## src/rtl/instr_fetch_unit.sv

```systemverilog
// Fetch stage: issues word fetches, tracks credits, queues words for decode.
// Optional HALT detection is enabled by defining IFU_HALT_DETECT_EN.
module instr_fetch_unit #(
    parameter int                ADDR_W   = 16,
    parameter int                Q_DEPTH  = 2,
    parameter logic [ADDR_W-1:0] RESET_PC = '0
) (
    input  logic              clk,
    input  logic              rst,
    output logic              imem_req_valid,
    input  logic              imem_req_ready,
    output logic [ADDR_W-1:0] imem_req_addr,
    input  logic              imem_rsp_valid,
    input  logic [15:0]       imem_rsp_data,
    output logic              if_valid,
    input  logic              if_ready,
    output logic [15:0]       if_instr,
    output logic [ADDR_W-1:0] if_pc,
    output logic [ADDR_W-1:0] if_pc_plus1,
    input  logic              redirect_valid,
    input  logic [ADDR_W-1:0] redirect_pc,
    output logic              halted
);

    localparam int CW = $clog2(Q_DEPTH + 1);
    localparam int PW = (Q_DEPTH > 1) ? $clog2(Q_DEPTH) : 1;

    logic [ADDR_W-1:0] fetch_pc;
    logic [ADDR_W-1:0] deliver_pc;
    logic [15:0]       q_mem [Q_DEPTH];
    logic [PW-1:0]     q_head;
    logic [PW-1:0]     q_tail;
    logic [CW-1:0]     q_count;
    logic [CW-1:0]     outstanding;
    logic [CW-1:0]     discard;
    logic              run;
    logic              halted_q;

    logic [CW:0]       credits_used;
    logic              credit_ok;
    logic              req_fire;
    logic              rsp_drop;
    logic              enq;
    logic              deq;

    function automatic logic [PW-1:0] ptr_inc(input logic [PW-1:0] p);
        return (p == PW'(Q_DEPTH - 1)) ? '0 : p + PW'(1);
    endfunction

    // Queued words plus in-flight requests may never exceed the queue depth.
    assign credits_used = {1'b0, outstanding} + {1'b0, q_count};
    assign credit_ok    = credits_used < (CW+1)'(Q_DEPTH);

    assign imem_req_valid = run && !redirect_valid && !halted_q && credit_ok;
    assign imem_req_addr  = run ? fetch_pc : '0;

    assign req_fire = imem_req_valid && imem_req_ready;
    assign rsp_drop = discard != '0;
    assign enq      = imem_rsp_valid && !rsp_drop && !redirect_valid;
    assign deq      = if_valid && if_ready && !redirect_valid;

    assign if_valid    = q_count != '0;
    assign if_instr    = q_mem[q_head];
    assign if_pc       = run ? deliver_pc : '0;
    assign if_pc_plus1 = run ? deliver_pc + ADDR_W'(1) : '0;
    assign halted      = halted_q;

    // Hold outputs quiet until the first edge after reset release.
    always_ff @(posedge clk or posedge rst) begin
        if (rst) run <= 1'b0;
        else     run <= 1'b1;
    end

    // Fetch and deliver PCs; a redirect restarts both.
    always_ff @(posedge clk or posedge rst) begin
        if (rst) begin
            fetch_pc   <= RESET_PC;
            deliver_pc <= RESET_PC;
        end else begin
            unique case (1'b1)
                redirect_valid: begin
                    fetch_pc   <= redirect_pc;
                    deliver_pc <= redirect_pc;
                end
                default: begin
                    if (req_fire) fetch_pc <= fetch_pc + ADDR_W'(1);
                    if (deq)      deliver_pc <= deliver_pc + ADDR_W'(1);
                end
            endcase
        end
    end

    // Credit accounting; stale requests stay counted until they return.
    always_ff @(posedge clk or posedge rst) begin
        if (rst) begin
            outstanding <= '0;
            discard     <= '0;
        end else begin
            outstanding <= outstanding + CW'(req_fire) - CW'(imem_rsp_valid);
            if (redirect_valid)
                discard <= outstanding - CW'(imem_rsp_valid);
            else if (imem_rsp_valid && rsp_drop)
                discard <= discard - CW'(1);
        end
    end

    // In-order queue pointers and occupancy; flushed on redirect.
    always_ff @(posedge clk or posedge rst) begin
        if (rst) begin
            q_head  <= '0;
            q_tail  <= '0;
            q_count <= '0;
        end else if (redirect_valid) begin
            q_head  <= '0;
            q_tail  <= '0;
            q_count <= '0;
        end else begin
            if (enq) q_tail <= ptr_inc(q_tail);
            if (deq) q_head <= ptr_inc(q_head);
            q_count <= q_count + CW'(enq) - CW'(deq);
        end
    end

    // Queue storage.
    always_ff @(posedge clk or posedge rst) begin
        if (rst) begin
            for (int i = 0; i < Q_DEPTH; i++) q_mem[i] <= '0;
        end else if (enq) begin
            q_mem[q_tail] <= imem_rsp_data;
        end
    end

`ifdef IFU_HALT_DETECT_EN
    logic head_is_halt;
    assign head_is_halt = (q_mem[q_head][15:13] == 3'b111)
                       && (q_mem[q_head][6:0] == 7'd1);

    // Stop issuing once a HALT word leaves the queue.
    always_ff @(posedge clk or posedge rst) begin
        if (rst)                      halted_q <= 1'b0;
        else if (redirect_valid)      halted_q <= 1'b0;
        else if (deq && head_is_halt) halted_q <= 1'b1;
    end
`else
    assign halted_q = 1'b0;
`endif

endmodule

```

## config.mk

```make
export PLATFORM = sky130hd
export DESIGN_NAME = instr_fetch_unit
export DESIGN_NICKNAME = d
export VERILOG_FILES = /design/src/rtl/instr_fetch_unit.sv
export SDC_FILE = /design/constraint.sdc
export NUM_CORES = 1
export LEC_CHECK = 0
export CAP_MARGIN = 20
export CORE_MARGIN = 4
export CORE_UTILIZATION = 45
export DETAILED_ROUTE_END_ITERATION = 7
export PLACE_DENSITY = 0.82
export SLEW_MARGIN = 10
export SYNTH_ARGS = -nofsm -noshare
export SYNTH_HDL_FRONTEND = slang
export SYNTH_SLANG_ARGS = --single-unit
```

## constraint.sdc

```tcl
create_clock -name clk -period 2.7 [get_ports clk]
set_input_delay 0.81 -clock clk [delete_from_list [all_inputs] [get_ports clk]]
set_output_delay 0.81 -clock clk [all_outputs]
set_load 0.03 [all_outputs]
```

# Word level (Yosys, flattened, before mapping)
# Index checks and enable logic that the tools add are counted.
word_totals:
  register_bits: 73
classes:
  n_addsub: 11
  magnitude_cmp: 4
  muxes: 22
  bitwise: 2
  reduce_logical: 17
ops:
  columns: ["operator", "n"]
  rows:
  - ["$mux 16", 11]
  - ["$add 16x1->16 const B", 2]
  - ["$bwmux 32", 1]
  - ["$demux 16 s1", 1]
  - ["$reduce_bool 2->1", 6]
  - ["$logic_and 1x1->1", 9]
  - ["$mux 1", 6]
  - ["$mux 2", 3]
  - ["$sub 2x1->2", 3]
  - ["$add 2x1->2", 2]
  - ["$ge 2x2->1 const B", 2]
  - ["$not 1->2", 2]
  - ["$add 2x2->3", 1]
  - ["$lt 3x2->1 const B", 1]
  - ["$add 1x1->1 const B", 2]
  - ["$logic_not 1->1", 2]
  - ["$lt 2x1->1 const B", 1]
  - ["$sub 2x1->2 const B", 1]

# Logic depth before layout (Yosys ltp)
# Gate-level depths: netlist (run 1).
depth:
  depth_word: 7
  ltp_mapped: 10

# Least setup slack after synthesis (run 1)
# No wires, ideal clock.
synth_path:
  path_kind: "register -> register"
  start: "register q_count[0]"
  end: "register outstanding[1]"
  setup_time_ns: 0.123
  t_arrival_ns: 2.876
  required_ns: 2.577
  path_slack_ns: -0.299
  path_stages_with_launch: 11
  n_path_buf: 1
  cell_sequence: "dfrtp_1 and2_1 fa_1 nor4b_4 nand2_1 buf_2 ha_1 inv_1 ha_1 xnor2_1 xnor2_1"
synth_between:
  elab_chain_cells: 6
synth_rtl:
  columns: ["item", "line_no", "source"]
  rows:
  - ["from (decl)", "33", "logic [CW-1:0] q_count;"]
  - ["from (signal assigned)", "120", "q_count <= q_count + CW'(enq) - CW'(deq);"]
  - ["$add 2x2->3", "51", "assign credits_used = {1'b0, outstanding} + {1'b0, q_count};"]
  - ["$lt 3x2->1", "52", "assign credit_ok = credits_used < (CW+1)'(Q_DEPTH);"]
  - ["$logic_and 1x1->1", "54", "assign imem_req_valid = run && !redirect_valid && !halted_q && credit_ok;"]
  - ["named net imem_req_valid", "10", "output logic imem_req_valid,"]
  - ["$logic_and 1x1->1", "57", "assign req_fire = imem_req_valid && imem_req_ready;"]
  - ["$add 2x1->2", "99", "outstanding <= outstanding + CW'(req_fire) - CW'(imem_rsp_valid);"]
  - ["$sub 2x1->2", "99", null]
  - ["to (signal assigned)", "99", null]
  - ["to (decl)", "34", "logic [CW-1:0] outstanding;"]
# The timed path passes the listed nets, and every way through them passes these cells.
# A chain may end at the register's enable or synchronous reset.

# Final worst setup path (run 1)
layout_path:
  start: "register deliver_pc[6]"
  end: "output port if_pc_plus1[15]"
layout_between:
  elab_chain_cells: 2
layout_rtl:
  columns: ["item", "line_no", "source"]
  rows:
  - ["from (decl)", "29", "logic [ADDR_W-1:0] deliver_pc;"]
  - ["from (signal assigned)", "83", "deliver_pc <= redirect_pc;"]
  - ["from (signal assigned)", "87", "if (deq) deliver_pc <= deliver_pc + ADDR_W'(1);"]
  - ["$add 16x1->16", "65", "assign if_pc_plus1 = run ? deliver_pc + ADDR_W'(1) : '0;"]
  - ["$mux 16", "65", null]
  - ["to (decl)", "19", "output logic [ADDR_W-1:0] if_pc_plus1,"]
# Every way passes these cells.

==> results of run 1 <==
## synth_stat cells (5+ instances only)
library cell	count	area share
dfrtp_1	73	0.43
mux2_2	48	0.13
and2_1	45	0.066
nand2_1	37	0.032
xnor2_1	21	0.043
clkbuf_1	18	0.016
o21ai_0	18	0.021
nor2_1	16	0.014
nand3_1	15	0.018
inv_1	12	0.011
nand4_1	10	0.015
or3_1	10	0.015
ha_1	8	0.023
nor3_1	8	0.0094
xor2_1	8	0.016
o311ai_0	6	0.012
a31oi_1	5	0.0073
and4_1	5	0.010
nor4_1	5	0.0073
## per-stage QoR
| step | instance area [µm²] | cells |
|---|---|---|
| 3_3_place_gp | 5790 | 675 |
| 2_1_floorplan | 4320 | 428 |
| 5_1_grt | 6250 | 704 |
| 3_5_place_dp | 5790 | 675 |
| 6_report | 6250 | 704 |
| 4_1_cts | 6120 | 700 |
## state kept, by name, indices dropped and copies added (netlist names)
signal	cells
fetch_pc	16
run	1
q_tail	1
outstanding	2
q_head	1
deliver_pc	16
q_count	2
q_mem	32
discard	2
## area by class of cell
class / instances / area (µm²)
clock buffer: 9 / 124
clock inverter: 7 / 61.3
fill: 709 / 2990
inverter: 12 / 45.0
multi-input combinational: 319 / 2450
sequential: 73 / 1830
tap: 129 / 161
timing repair buffer: 155 / 1580
## worst max-delay path by stage
stage	slack (ns)	depth (start not counted)	startpoint	to
after global placement	0.04	9	redirect_valid	outstanding[1]
final	-0.17	5	deliver_pc[6]	if_pc_plus1[15]
after global routing	-0.24	5	deliver_pc[6]	if_pc_plus1[15]
after floorplan	-0.24	10	q_count[0]	outstanding[1]
after detailed placement	-0.02	6	redirect_valid	fetch_pc[9]
after CTS	-0.16	5	deliver_pc[14]	if_pc_plus1[15]
## cells by family after synthesis
kind of cell	count (synthesis)	share of synthesized area
AND/OR/NAND/NOR	168	0.220
flip-flops	73	0.427
AO/OA/AOI/OAI	60	0.0956
multiplexers	51	0.133
buffers and inverters	36	0.0354
XOR/XNOR	29	0.0593
adder cells (fa/ha/maj)	9	0.0281
other	2	0.00175
## repair_timing
item | CTS | global route
pin swaps | 12 | 5
setup buffers | 9 | 4
setup endpoints to repair | 19 | 38
gates resized for setup | 30 | 41
cloned | 0 | 0
endpoints found under the hold margin | 0 | 0
## metal layers
metal / routed length [µm] / up-vias
met5: 0 / -
met4: 204 / 0
met3: 1100 / 15
met2: 5720 / 175
met1: 4850 / 1854
li1: - / 1800
## power breakdown
part | leakage (nW) | total, mW | internal [mW] | switching [mW]
clock | 0.0888 | 0.812 | 0.351 | 0.461
combinational | 1.88 | 2.08 | 1.02 | 1.06
sequential | 0.901 | 1.63 | 1.40 | 0.227
total | 2.87 | 4.52 | 2.77 | 1.75
==> results.sh, run 1 <==
export IMPL_end_kind="output port"
export IMPL_hp_start="q_mem[26]"
export IMPL_final_common_cell="dfrtp_1"
export IMPL_max_vdd_ir_drop_uv=629
export IMPL_drtPass1Iterations=5
export IMPL_p_leak_nw=2.87
export IMPL_gp_congestion=0.815
export IMPL_root_buffer="clkbuf_8"
export IMPL_tns_ns=-0.335
export IMPL_fp_dieArea_um2=11100
export IMPL_fmax_ghz=0.348
export IMPL_cellPowerDensity_nw_per_um2=723
export IMPL_grt_pass1_vias=3758
export IMPL_synth_edff_count=0
export IMPL_initial_core_util=0.463
export IMPL_whs_path_depth=1
export IMPL_mostFrequentLayoutCells="dfrtp_1, buf_4, clkdlybuf4s50_1, mux2_2, and2_1"
export IMPL_min_period_ns=2.87
export IMPL_rr_startpoint="outstanding[0]"
export IMPL_tritoncts="built"
export IMPL_htree_levels=3
export IMPL_failed_checks="setup timing"
export IMPL_grtUsageMet2=0.345
export IMPL_top_usage_layer="met2"
export IMPL_std_cell_rows=35
export IMPL_hold_slack_ns=0.510
export IMPL_period_share=1.06
export IMPL_start_kind="register"
export IMPL_final_max_slew_violation_count=0
export IMPL_crit_arrival_ns=2.06
export IMPL_diodes=0
export IMPL_crit_type="register to output port"
export IMPL_syn_to_final_growth_pct=46.0
export IMPL_rsz0062_at_grt="yes"
export IMPL_syn_nets=475
export IMPL_path_buf_inv=1
export IMPL_dr_total_vias=3844
export IMPL_r2r_cells=7
export IMPL_max_stage_delay_ns=0.52
export IMPL_ys_warn_count=0
export IMPL_path_clk_slew_ns=0.09
export IMPL_critPathRequiredTime_ns=1.89
export IMPL_avgSynthCellArea_um2=10.0
export IMPL_vias_per_cell=5.46
export IMPL_crit_slowest_cell="or4_4"
export IMPL_setup_viol=4
export IMPL_routed_wl_um=11900
export IMPL_seq_area_frac_synth=0.427
export IMPL_synthCells=428
export IMPL_drt_iter0_drc=255
export IMPL_crit_chain="nand3_2 -> or4_4 -> or4b_1 -> nand2_1 -> buf_6"
export IMPL_hold_class="register to register"
export IMPL_port_buffers=103
export IMPL_grt_max_degree=74
export IMPL_die_w_um=106
export IMPL_design_core_area_um2=9240
export IMPL_numCtsBuffers=9
export IMPL_met3_usage=0.0637
export IMPL_pin_count=105
export IMPL_cts_sinks=73
export IMPL_async_flop_share=1.00
export IMPL_synth_cell_types=50
export IMPL_fin_ws_ns=-0.173
export IMPL_wl_per_cell_um=16.9
export IMPL_grt_first_pass_wirelength_um=19100
export IMPL_ant_nets=0
export IMPL_drv_cap=0
export IMPL_crit_family="simple AND/OR/NAND/NOR gates"
export IMPL_drc_errors=0
export IMPL_r2r_end="fetch_pc[11]"
export IMPL_ys_seq_elements=73
export IMPL_clock_latency_ns=0.35
export IMPL_grtUsageTotal=0.211
export IMPL_synthesis_area_um2=4280
export IMPL_use_met1=0.272
export IMPL_power_total_mw=4.52
export IMPL_regToRegSetupSlack_ns=0.28
export IMPL_utilization=0.677
export IMPL_hpwl_um=8420
export IMPL_synth_flop_cell="dfrtp_1"
export IMPL_chipHeight_um=106
export IMPL_finalHoldViolCount=0
export IMPL_gr_total_overflow=0
export IMPL_hold_end="q_mem[26]"
export IMPL_final_nets=617
export IMPL_status="finished, violations left"
export IMPL_drive_above_1_share=0.304
export IMPL_cts_hold_buf=0
export IMPL_skew_ns=0.0168
export IMPL_antenna_found_initial=0
export IMPL_post_place_ws_ns=-0.0190
export IMPL_worstPathMaxFanout=4
export IMPL_cts_buffer_depth=2
No activity file was read; power rests on OpenSTA's default activity.
==> run 2, diff against run 1 <==
--- a/config.mk
+++ b/config.mk
@@ -8,6 +8,7 @@
 export CAP_MARGIN = 20
 export CORE_MARGIN = 4
 export CORE_UTILIZATION = 45
+export CTS_CLUSTER_DIAMETER = 60
 export DETAILED_ROUTE_END_ITERATION = 7
 export PLACE_DENSITY = 0.82
 export SLEW_MARGIN = 10
==> results of run 2 <==
Final layout, timing and power as in run 1 (identical DEF).
